<file path="config.mk">
export PLATFORM = sky130hd
export DESIGN_NAME = fpu_scheduler
export DESIGN_NICKNAME = d
export VERILOG_FILES = /design/src/rtl/fpu_scheduler.sv
export SDC_FILE = /design/constraint.sdc
export NUM_CORES = 1
export LEC_CHECK = 0
export BUFFER_PORTS_ARGS = -buffer_cell sky130_fd_sc_hd__clkbuf_2
export CAP_MARGIN = 25
export CORE_ASPECT_RATIO = 0.6
export CORE_MARGIN = 8
export CORE_UTILIZATION = 44
export CTS_BUF_LIST = sky130_fd_sc_hd__clkbuf_4
export DETAILED_ROUTE_END_ITERATION = 8
export GPL_ROUTABILITY_DRIVEN = 0
export PLACE_DENSITY = 0.84
export SLEW_MARGIN = 20
export SYNTH_ARGS = -nofsm -noshare
export SYNTH_HDL_FRONTEND = slang
export SYNTH_SLANG_ARGS = --single-unit
</file>
<file path="constraint.sdc">
create_clock -name clock -period 7.7 [get_ports clock]
set_input_delay 1.54 -clock clock [delete_from_list [all_inputs] [get_ports clock]]
set_output_delay 1.54 -clock clock [all_outputs]
set_load 0.005 [all_outputs]
</file>
<file path="src/rtl/fpu_scheduler.sv">
// fpu_scheduler: round-robin front end that shares one fpu between NREQ requesters.
// Optional build macro: FPU_SCHED_TIMEOUT_EN adds a WAIT-state watchdog and the rspTimeout port.

package fpu_pkg;
    typedef logic [15:0] fp16_t;

    typedef enum logic [2:0] {
        FPU_ADD  = 3'd0,
        FPU_SUB  = 3'd1,
        FPU_MUL  = 3'd2,
        FPU_DIV  = 3'd3,
        FPU_FMAD = 3'd4,
        FPU_FMS  = 3'd5
    } fpuOp_t;

    typedef struct packed {
        logic nv;
        logic dz;
        logic of;
        logic uf;
        logic nx;
    } statusFlag_t;

    typedef logic [3:0] condCode_t;
endpackage

module fpu_scheduler
    import fpu_pkg::*;
#(
    parameter type         FP_T    = fp16_t,
    parameter int unsigned NREQ    = 4,
    parameter int unsigned TIMEOUT = 64,
    localparam int unsigned WIDTH  = $bits(FP_T),
    localparam int unsigned IDW    = $clog2(NREQ)
) (
    input  logic             clock,
    input  logic             reset,
    input  logic [NREQ-1:0]  reqValid,
    output logic [NREQ-1:0]  reqReady,
    input  fpuOp_t           reqOp  [NREQ],
    input  FP_T              reqIn1 [NREQ],
    input  FP_T              reqIn2 [NREQ],
    input  FP_T              reqIn3 [NREQ],
    output logic             rspValid,
    input  logic             rspReady,
    output logic [IDW-1:0]   rspId,
    output FP_T              rspData,
    output statusFlag_t      rspFlags,
    output condCode_t        rspCond,
`ifdef FPU_SCHED_TIMEOUT_EN
    output logic             rspTimeout,
`endif
    output FP_T              fpuIn1,
    output FP_T              fpuIn2,
    output FP_T              fpuIn3,
    output fpuOp_t           fpuOp,
    output logic             fpuStart,
    output logic             fpuReset,
    input  logic             fpuDone,
    input  FP_T              fpuOut,
    input  statusFlag_t      fpuFlags,
    input  condCode_t        fpuCond
);

    // Canonical quiet NaN: sign 0, exponent all ones, mantissa MSB set (7E00 for fp16)
    localparam int unsigned EXPW = (WIDTH >= 64) ? 11 : (WIDTH >= 32) ? 8 : 5;
    localparam logic [WIDTH-1:0] CANON_NAN =
        {1'b0, {EXPW{1'b1}}, 1'b1, {(WIDTH - EXPW - 2){1'b0}}};

    // Reject configurations the arbiter and watchdog cannot support
    if (NREQ < 2 || TIMEOUT < 1) begin : g_cfg_check
        $error("fpu_scheduler: NREQ must be >= 2 and TIMEOUT >= 1");
    end

    typedef enum logic [2:0] {
        IDLE   = 3'd0,
        CLEAR  = 3'd1,
        ISSUE  = 3'd2,
        WAIT   = 3'd3,
        SETTLE = 3'd4,
        RESP   = 3'd5
    } state_t;

    state_t          state, next_state;
    logic [IDW-1:0]  ptr;
    logic [NREQ-1:0] grant_c;
    logic [IDW-1:0]  win_c;
    logic            grant_any_c;
    logic            cap_fpu_c;
    logic            cap_nan_c;

    fpuOp_t          op_q;
    FP_T             in1_q, in2_q, in3_q;
    logic [IDW-1:0]  id_q;
    logic            start_q;
    logic            rsp_valid_q;
    logic [IDW-1:0]  rsp_id_q;
    FP_T             rsp_data_q;
    statusFlag_t     rsp_flags_q;
    condCode_t       rsp_cond_q;

`ifdef FPU_SCHED_TIMEOUT_EN
    localparam int unsigned CNTW = $clog2(TIMEOUT + 1);
    logic [CNTW-1:0] wait_cnt;
    logic            to_c;
    logic            timeout_q;
    assign rspTimeout = timeout_q;
`endif

    assign reqReady = grant_c;
    assign rspValid = rsp_valid_q;
    assign rspId    = rsp_id_q;
    assign rspData  = rsp_data_q;
    assign rspFlags = rsp_flags_q;
    assign rspCond  = rsp_cond_q;
    assign fpuIn1   = in1_q;
    assign fpuIn2   = in2_q;
    assign fpuIn3   = in3_q;
    assign fpuOp    = op_q;
    assign fpuStart = start_q;
    assign fpuReset = reset | (state == CLEAR);

    // Round-robin winner search starting at ptr, only offered while IDLE
    always_comb begin
        int unsigned idx;
        idx         = 0;
        grant_c     = '0;
        win_c       = '0;
        grant_any_c = 1'b0;
        if (state == IDLE && !reset) begin
            for (int unsigned i = 0; i < NREQ; i++) begin
                idx = (32'(ptr) + i) % NREQ;
                if (!grant_any_c && reqValid[IDW'(idx)]) begin
                    grant_any_c = 1'b1;
                    win_c       = IDW'(idx);
                end
            end
            grant_c[win_c] = grant_any_c;
        end
    end

    // State register
    always_ff @(posedge clock or posedge reset) begin
        if (reset) state <= IDLE;
        else       state <= next_state;
    end

    // Next-state decode and response capture strobes
    always_comb begin
        next_state = state;
        cap_fpu_c  = 1'b0;
        cap_nan_c  = 1'b0;
`ifdef FPU_SCHED_TIMEOUT_EN
        to_c       = 1'b0;
`endif
        case (state)
            IDLE: begin
                if (grant_any_c) begin
                    case (reqOp[win_c])
                        FPU_ADD, FPU_SUB:                   next_state = SETTLE;
                        FPU_MUL, FPU_DIV, FPU_FMAD, FPU_FMS: next_state = CLEAR;
                        default: begin
                            next_state = RESP;
                            cap_nan_c  = 1'b1;
                        end
                    endcase
                end
            end
            CLEAR:  next_state = ISSUE;
            ISSUE:  next_state = WAIT;
            WAIT: begin
                if (fpuDone) begin
                    next_state = RESP;
                    cap_fpu_c  = 1'b1;
                end
`ifdef FPU_SCHED_TIMEOUT_EN
                else if (wait_cnt == CNTW'(TIMEOUT - 1)) begin
                    next_state = RESP;
                    cap_nan_c  = 1'b1;
                    to_c       = 1'b1;
                end
`endif
            end
            SETTLE: begin
                next_state = RESP;
                cap_fpu_c  = 1'b1;
            end
            RESP: begin
                if (rspReady) next_state = IDLE;
            end
            default: next_state = IDLE;
        endcase
    end

    // Operation latch, arbitration pointer, FPU start and response registers
    always_ff @(posedge clock or posedge reset) begin
        if (reset) begin
            ptr         <= '0;
            op_q        <= FPU_ADD;
            in1_q       <= '0;
            in2_q       <= '0;
            in3_q       <= '0;
            id_q        <= '0;
            start_q     <= 1'b0;
            rsp_valid_q <= 1'b0;
            rsp_id_q    <= '0;
            rsp_data_q  <= '0;
            rsp_flags_q <= '0;
            rsp_cond_q  <= '0;
`ifdef FPU_SCHED_TIMEOUT_EN
            timeout_q   <= 1'b0;
`endif
        end else begin
            if (grant_any_c) begin
                op_q  <= reqOp[win_c];
                in1_q <= reqIn1[win_c];
                in2_q <= reqIn2[win_c];
                in3_q <= reqIn3[win_c];
                id_q  <= win_c;
                ptr   <= (32'(win_c) == NREQ - 1) ? '0 : win_c + IDW'(1);
`ifdef FPU_SCHED_TIMEOUT_EN
                timeout_q <= 1'b0;
`endif
            end
            start_q     <= (next_state == ISSUE);
            rsp_valid_q <= (next_state == RESP);
            if (cap_fpu_c) begin
                rsp_id_q    <= id_q;
                rsp_data_q  <= fpuOut;
                rsp_flags_q <= fpuFlags;
                rsp_cond_q  <= fpuCond;
            end
            if (cap_nan_c) begin
                // Unsupported op is rejected straight from IDLE, before id_q is loaded
                rsp_id_q    <= (state == IDLE) ? win_c : id_q;
                rsp_data_q  <= CANON_NAN;
                rsp_flags_q <= '{nv: 1'b1, default: 1'b0};
                rsp_cond_q  <= '0;
`ifdef FPU_SCHED_TIMEOUT_EN
                timeout_q   <= to_c;
`endif
            end
        end
    end

`ifdef FPU_SCHED_TIMEOUT_EN
    // Count cycles spent waiting on fpuDone
    always_ff @(posedge clock or posedge reset) begin
        if (reset)              wait_cnt <= '0;
        else if (state != WAIT) wait_cnt <= '0;
        else                    wait_cnt <= wait_cnt + CNTW'(1);
    end
`endif

endmodule

</file>
Word level (Yosys, flattened, before mapping)
Index checks and enable logic that the tools add are counted.
W data, S select, Z words.
Storage, ports and cells
  register bits: 87
  input port bits: 237
  output and inout port bits: 85
  logic and storage cells: 117
Operators by class
  $add $sub $neg: 4
  $lt $le $gt $ge: 7
  eq/ne operators: 13
  multiplexer cells: 58
  bitwise logic cells: 3
  reductions and logical operators: 15
Operators with widths (count)
  $mux W16: 8
  $bmux W16 S2: 3
  $mux W2: 10
  $mux W1: 18
  $pmux W3 S6: 1
  $eq A3 B2 Y1 const B: 5
  $eq A3 B3 Y1 const B: 5
  $lt A2 B3 Y1 const B: 5
  $mux W3: 5
  $mux W4: 3
  $mux W5: 2
  $bmux W1 S2: 4
  $bmux W3 S2: 1
  $eq A3 B1 Y1 const B: 2
  $logic_not A3 Y1: 2
  $pmux W3 S2: 1
  $reduce_or A6 Y1: 1
  $logic_and A1 B1 Y1: 5
  $add A2 B1 Y2 const B: 2
  $add A2 B2 Y2 const B: 2
  $and A4 B4 Y4: 1
  $logic_not A1 Y1: 4
  $reduce_or A4 Y1: 1
  $ge A3 B3 Y1 const B: 1
  8 further kinds: 8

Depth between registers and ports, before layout
Gate-level depths: netlist of the first run.
  depth in word-level cells: 27
  gate-level depth with buffers: 9
  depth with buffers taken out: 7

Worst setup path before layout of the first run
OpenSTA, ideal clock, no wires.
  path type: input -> output
  start: input reset
  end: output reqReady[3]
  arrival time: 4.911 ns
  required time: 6.160 ns
  path slack: 1.249 ns
  cell stages on the path: 6
  path buffers: 2
  cells stage by stage: inv_1 -> nand3_1 -> or3_1 -> clkbuf_1 -> clkbuf_1 -> nor3_1
Between the ends
  longest elaborated chain between the ends: 3
Ends and longest elaborated chain
  from (decl): line 37  | input logic reset,
  $logic_not A1 Y1 (no line)
  $logic_and A1 B1 Y1: line 130  | if (state == IDLE && !reset) begin
  $mux W4: line 130
  to (decl): line 39  | output logic [NREQ-1:0] reqReady,
Every way passes these cells.

Final worst setup path of the first run
  start: input reset
  end: output reqReady[2]
The elaborated chain is that of the path after synthesis.

==> results.md, run 1 <==
- Status: finished clean
- Vert. Die Dim: 97.1 um
- CP Max Fanout: 81
- Final Skew: 0.0223 ns
- Reg-to-reg slack, setup: 4.35 ns
- Minimum clock period: just over 5 ns
- Crit Path Category: primary input to output pin
- Number of setup violations in the final report: 0
- GRT overflow: 0
- ANT nets after route: 0
- Wire length per cell: 17.2 um
- Delay-heaviest family, CP: buffers and inverters
- DP Wirelength: around 15000 um
- Post-synth EDFFs: 0
- Area added between synthesis and finish: 38.2%
- Die footprint: 14700 um^2
- CTS tree: built
- Tcrit/Tclk final: 0.673
- Critical path arrival: 3.64 ns
- Vias: 5710
- Worst R2R End: rspId[0]
- Total track usage: 0.249
- Mux cell area share after synthesis: 0.0109
- First-pass GRT wire length: roughly 29000 um
- Core area: 10600 um^2
- # nets final: 1193
- Synth cell count leaders: 296 x nand2_1, 87 x dfrtp_1, 86 x nand3_1, 54 x o21ai_0, 44 x clkbuf_1
- Critical path endpoint category: output pin
- Via-per-instance ratio: 5.20
- Syn Nets: 903
- Flops & latches, synth: 87
- IO Pins: approximately 320
- Initial Util: 0.454
- Peak per-stage delay on the critical path: 0.62 ns
- P_leak: approximately 3.7 nW
- Hold path cells: 2
- Port Buffer Count: between 300 and 400
- Post-synth top area share: 0.451
- RSZ-0062 raised after global routing: no
- # rows: 29
- Clock transition at the registers of the reported paths: 0.13 ns
- Synth Area in Simple Gates: 0.356
- Clock Tree Root: clkbuf_4
- Sequential area share after synthesis: 0.451
- Worst hold endpoint: fpuIn2[10]
- TNS Setup: 0 ns
- Post-Syn Area: 4830 um^2
- Post-synth cell types: 35
- Reg2reg start: state[1]
- Post-layout util: 0.628
- Min Hold Slack: 0.494 ns
- Synth Area in Adders: 0
- WL final: about 19000 um
- Resize count post-CTS: 0
- Syn. warnings: 0
- Max-slew violation count: 0
- Crit-path cells: clkbuf_2 > inv_4 > nand3_1 > nor3_4 > buf_4 > o21ai_2 > buf_4 > inv_1 > clkbuf_2
- Initial antenna violation count: 0
- Clock buffers created by TritonCTS: 9
- Top post-synthesis cells by area: dfrtp_1 45%, nand2_1 23%, nand3_1 8.9%
- Worst Tran Pin Value: ~0.94 ns
- CTS sink count: 87
- CP Launch Type: primary input
- Post-Synth XOR/XNOR Area: 0.00181
- MaxCap Viol Count: 0
- Min-delay src: fpuIn2[10]
- Violation count after the first detailed-route iteration: between 200 and 300
- Main synth FF type: dfrtp_1
- Cell taking the most area after synthesis: dfrtp_1
- Ant. Diodes: 0
- Fmax: 0.193 GHz
- Fraction of layout cells with a size suffix above 1: 0.372
- P per Cell Area: 297 nW/um^2
- IR drop worst, VDD: 0.000199 V
- HP Class: flop to flop
- Fill cells: 993
- Crit path required time: between 6 and 7 ns
- DRC Markers: 0
- Worst R2R Path Depth: 9
- H-tree depth: 3
- Die extent in x: ~150 um
- Main combinational cell family by area after synthesis: simple AND/OR/NAND/NOR gates
- FFs w/ async S/R, synth: 1.00
- Hold-fix buffers, CTS: 0
- Max Root-Sink Buffers: 2
- Slowest cell on the critical path: buf_4
- Rel. slew slack: 0.374
- Post-synthesis compound-gate area fraction: 0.140
- Largest net degree at the start of global routing: 110
- Post-Syn Area per Cell: 7.25 um^2
- Syn Inst Count: 666
- CP bufs+invs: 6
- Final Hold Vio Count: 0
- Drt first pass iters: 4
- Top-count cell post-synth: nand2_1
- Vias in the first global route: 5704
- Post-CTS Setup Bufs: 0
- Clk_lat worst skew: 0.44 ns
==> routing by layer <==
layer	up-vias	GRT usage	routed length, um
met1	2635	0.296	7360
met3	30	0.0749	1810
met2	240	0.422	9310
met5	-	0	0
met4	0	0.0719	410
li1	2805	-	-
==> stage by stage <==
step	instance area, um^2	instances	setup WS [ns]	power [mW]
floorplan	4830	666	1.25	1.28
global placement	6500	1083	2.50	1.68
detailed placement	6520	1084	2.45	1.72
CTS	6670	1099	2.44	2.00
global route	6680	1099	2.26	2.16
finish	6680	1099	2.52	1.99
==> logic make-up (layout without fill, tap and decap cells) <==
family	after synthesis	count (layout)
buf+inv	52	346
simple gates	412	412
mux	5	5
flops	87	87
compound gates	109	109
xor+xnor	1	1
==> layout make-up <==
type	count	area [um^2]	share of cell area
inverters	3	13.8	0.00206
clock buffers	9	67.6	0.0101
repair buffers	328	1670	0.250
flip-flops and latches	87	2180	0.326
well taps	139	174	0.0261
clock inverters	6	86.3	0.0129
multi-input cells	527	2490	0.373
==> worst register-to-register path, delay by kind of cell, from the launching register on <==
family / cells / cell delay [ns]
and+or+nand+nor: 4 / 1.22
buffers and inverters: 2 / 0.90
AOI/OAI and AO/OA: 2 / 0.50
muxes: 1 / 0.23
DFF: 1 / 0.45
==> report_power, final <==
part / leakage, nW / switching [mW] / internal [mW] / total [mW]
combinational: 2.56 / 0.529 / 0.378 / 0.907
clock: 0.0834 / 0.155 / 0.130 / 0.285
sequential: 1.09 / 0.125 / 0.668 / 0.793
==> state kept, by name (all words and copies together) (netlist names), 3 cells and up <==
signal / cells
state: 3
rspData: 16
fpuIn1: 16
rspCond: 4
fpuOp: 3
fpuIn3: 16
fpuIn2: 16
rspFlags: 5
==> worst max-delay path by stage <==
stage	from	to	slack (ns)	cells after the start
floorplan	reset	reqReady[3]	1.25	6
global placement	reset	reqReady[2]	2.50	9
detailed placement	reset	reqReady[2]	2.45	9
CTS	reset	reqReady[2]	2.44	9
global route	reset	reqReady[2]	2.26	9
finish	reset	reqReady[2]	2.52	9
==> cell usage in the layout, fill, tap and decap left out, types with 2 or more instances in the layout <==
cell type  count
clkinv_4       2
nor2_1        10
nor3_4         2
dfrtp_1       87
a21oi_1       21
clkbuf_2     321
nor3_1         3
mux2_2         2
buf_4          6
o21ai_0       54
inv_1          2
nand2_1      296
nand3_1       86
or3_1          4
nor2b_1        4
clkbuf_4       9
o221ai_1      20
o221ai_2       2
bufinv_16      2
mux2i_1        3
No activity file was read; power rests on OpenSTA's default activity.
==> run 2: changes to the inputs <==
Clock period 7.7 ns to 5.35 ns, I/O delays scaled along.
==> run 2 against run 1 <==
Against the previous run: sequential power rose by 45%; die area did not move; first-iteration DRC count fell by 5.5%; register-to-register slack got worse by 2.6 ns; combinational power rose by 44%; via count rose by 1.1%; routed wire length rose by 1.3%; non-clock buffer count rose by 2; utilization rose by 0.18 points; critical path depth fell by 4; critical path type is now flop to output pin.
==> results.md, run 2 (synthesis results as in run 1) <==
- Clock transition at the registers of the reported paths: 0.14 ns
- CTS sink count: 87
- Final Skew: 0.0125 ns
- Clock Tree Root: clkbuf_4
- RSZ-0062 raised after global routing: no
- Peak per-stage delay on the critical path: ~0.72 ns
- Post-CTS Setup Bufs: 0
- Area added between synthesis and finish: 38.6%
- Violation count after the first detailed-route iteration: 257
- Largest net degree at the start of global routing: 82
- IR drop worst, VDD: roughly 0.00026 V
- Crit-path cells: nor2_1 > nand3_1 > or3_1 > nor3_1 > clkbuf_2
- Die extent in x: roughly 150 um
- Final Hold Vio Count: 0
- P per Cell Area: 431 nW/um^2
- Resize count post-CTS: 0
- Most frequent cells in the layout: 321 x clkbuf_2, 296 x nand2_1, 87 x dfrtp_1, 86 x nand3_1, 54 x o21ai_0
- Vias in the first global route: 5693
- Crit path required time: 4.28 ns
- Reg2reg start: state[1]
- Initial Util: 0.454
- Slowest cell on the critical path: or3_1
- Fraction of layout cells with a size suffix above 1: 0.375
- Hold path cells: 2
- Placed Instance Area: 6520 um^2
- Port Buffer Count: between 300 and 400
- HP Class: flop to flop
- Worst R2R Path Depth: 7
- Min-delay src: fpuIn3[1]
- Initial antenna violation count: 0
- GRT overflow: 0
- Multi-input gate area in the final layout: 2490 um^2
- Critical path arrival: 2.77 ns
- # nets final: 1195
- Reg-to-reg slack, setup: 1.80 ns
- Die footprint: about 15000 um^2
- Wire length per cell: 17.4 um
- Placed cells: 1085
- Max Root-Sink Buffers: 2
- CP Launch Type: flop
- Minimum clock period: 3.84 ns
- First-pass GRT wire length: roughly 29000 um
- Ant. Diodes: 0
- Status: finished clean
- Post-layout util: 0.630
- Fmax: 0.260 GHz
- H-tree depth: 3
- Sequential cell area: 2180 um^2
- # rows: 29
- WL final: 19100 um
- Vias: 5772
- P_leak: roughly 3.7 nW
- Critical path endpoint category: output pin
- TNS Setup: 0 ns
- IO Pins: 322
- Tcrit/Tclk final: 0.718
- Final Instance Area: 6690 um^2
- Total power: approximately 2.9 mW
- DRC Markers: 0
- Hold-fix buffers, CTS: 0
- Drt first pass iters: 4
- Vert. Die Dim: approximately 100 um
- Worst hold endpoint: fpuIn3[1]
- Max-slew violation count: 0
- Most common cell after layout, fill and taps aside: clkbuf_2
- Delay-heaviest family, CP: simple AND/OR/NAND/NOR gates
- Via-per-instance ratio: 5.24
- Core area: 10600 um^2
- DP Wirelength: about 15000 um
- Clk_lat worst skew: ~0.42 ns
- CTS tree: built
- Total track usage: 0.249
- Worst Tran Pin Value: between 0.9 and 1 ns
- Number of setup violations in the final report: 0
- Cell Count, Final, Fillers Out: around 1100
- CP Max Fanout: 14
- Fill cells: 992
- CP bufs+invs: 1
- ANT nets after route: 0
- Rel. slew slack: 0.370
- MaxCap Viol Count: 0
- Worst R2R End: fpuIn1[0]
- Crit Path Category: flop to output pin
- Clock buffers created by TritonCTS: 9
run 2: layer usage:
metal	wire [um]	vias to the layer above	GRT usage
met5	0	-	0
li1	-	2814	-
met4	310	0	0.0681
met3	1740	22	0.0744
met1	7510	2678	0.295
met2	9570	258	0.425
run 2: worst register-to-register path, stage by stage, from the launching register on:
cell      delay, ns
dfrtp_1        0.46
nor2_1         0.39
nand3_1        0.40
or3_1          0.72
buf_4          0.36
nand2_1        0.73
o221ai_1       0.22
o21ai_0        0.22
run 2: area by class of cell:
cell class | count | area share
Clock buffer | 9 | 0.0101
Clock inverter | 7 | 0.0142
Inverter | 3 | 0.00224
Multi-Input combinational cell | 527 | 0.372
Sequential cell | 87 | 0.325
Tap cell | 139 | 0.0260
Timing Repair Buffer | 330 | 0.250
run 2: power by group:
group	internal, mW	total [mW]	switching, mW
clock network	0.191	0.428	0.236
registers	0.961	1.15	0.188
logic	0.540	1.31	0.770
run 2: worst max path at each step:
| stage | startpoint | end | slack [ns] | cells past startpoint |
|---|---|---|---|---|
| after floorplan | reset | reqReady[3] | 0.62 | 6 |
| after global placement | reqValid[3] | rspCond[1] | 1.30 | 8 |
| after detailed placement | reqValid[3] | rspData[1] | 1.22 | 8 |
| after CTS | reqValid[2] | reqReady[2] | 1.58 | 8 |
| after global routing | state[1] | reqReady[3] | 1.30 | 5 |
| final | state[1] | reqReady[3] | 1.51 | 5 |
run 2: per-stage QoR:
stage | worst slack [ns] | hold WS (ns)
finish | 1.51 | 0.497
global route | 1.30 | 0.517
CTS | 1.58 | 0.504
detailed placement | 1.22 | 0.472
global placement | 1.30 | 0.462
floorplan | 0.620 | 0.447
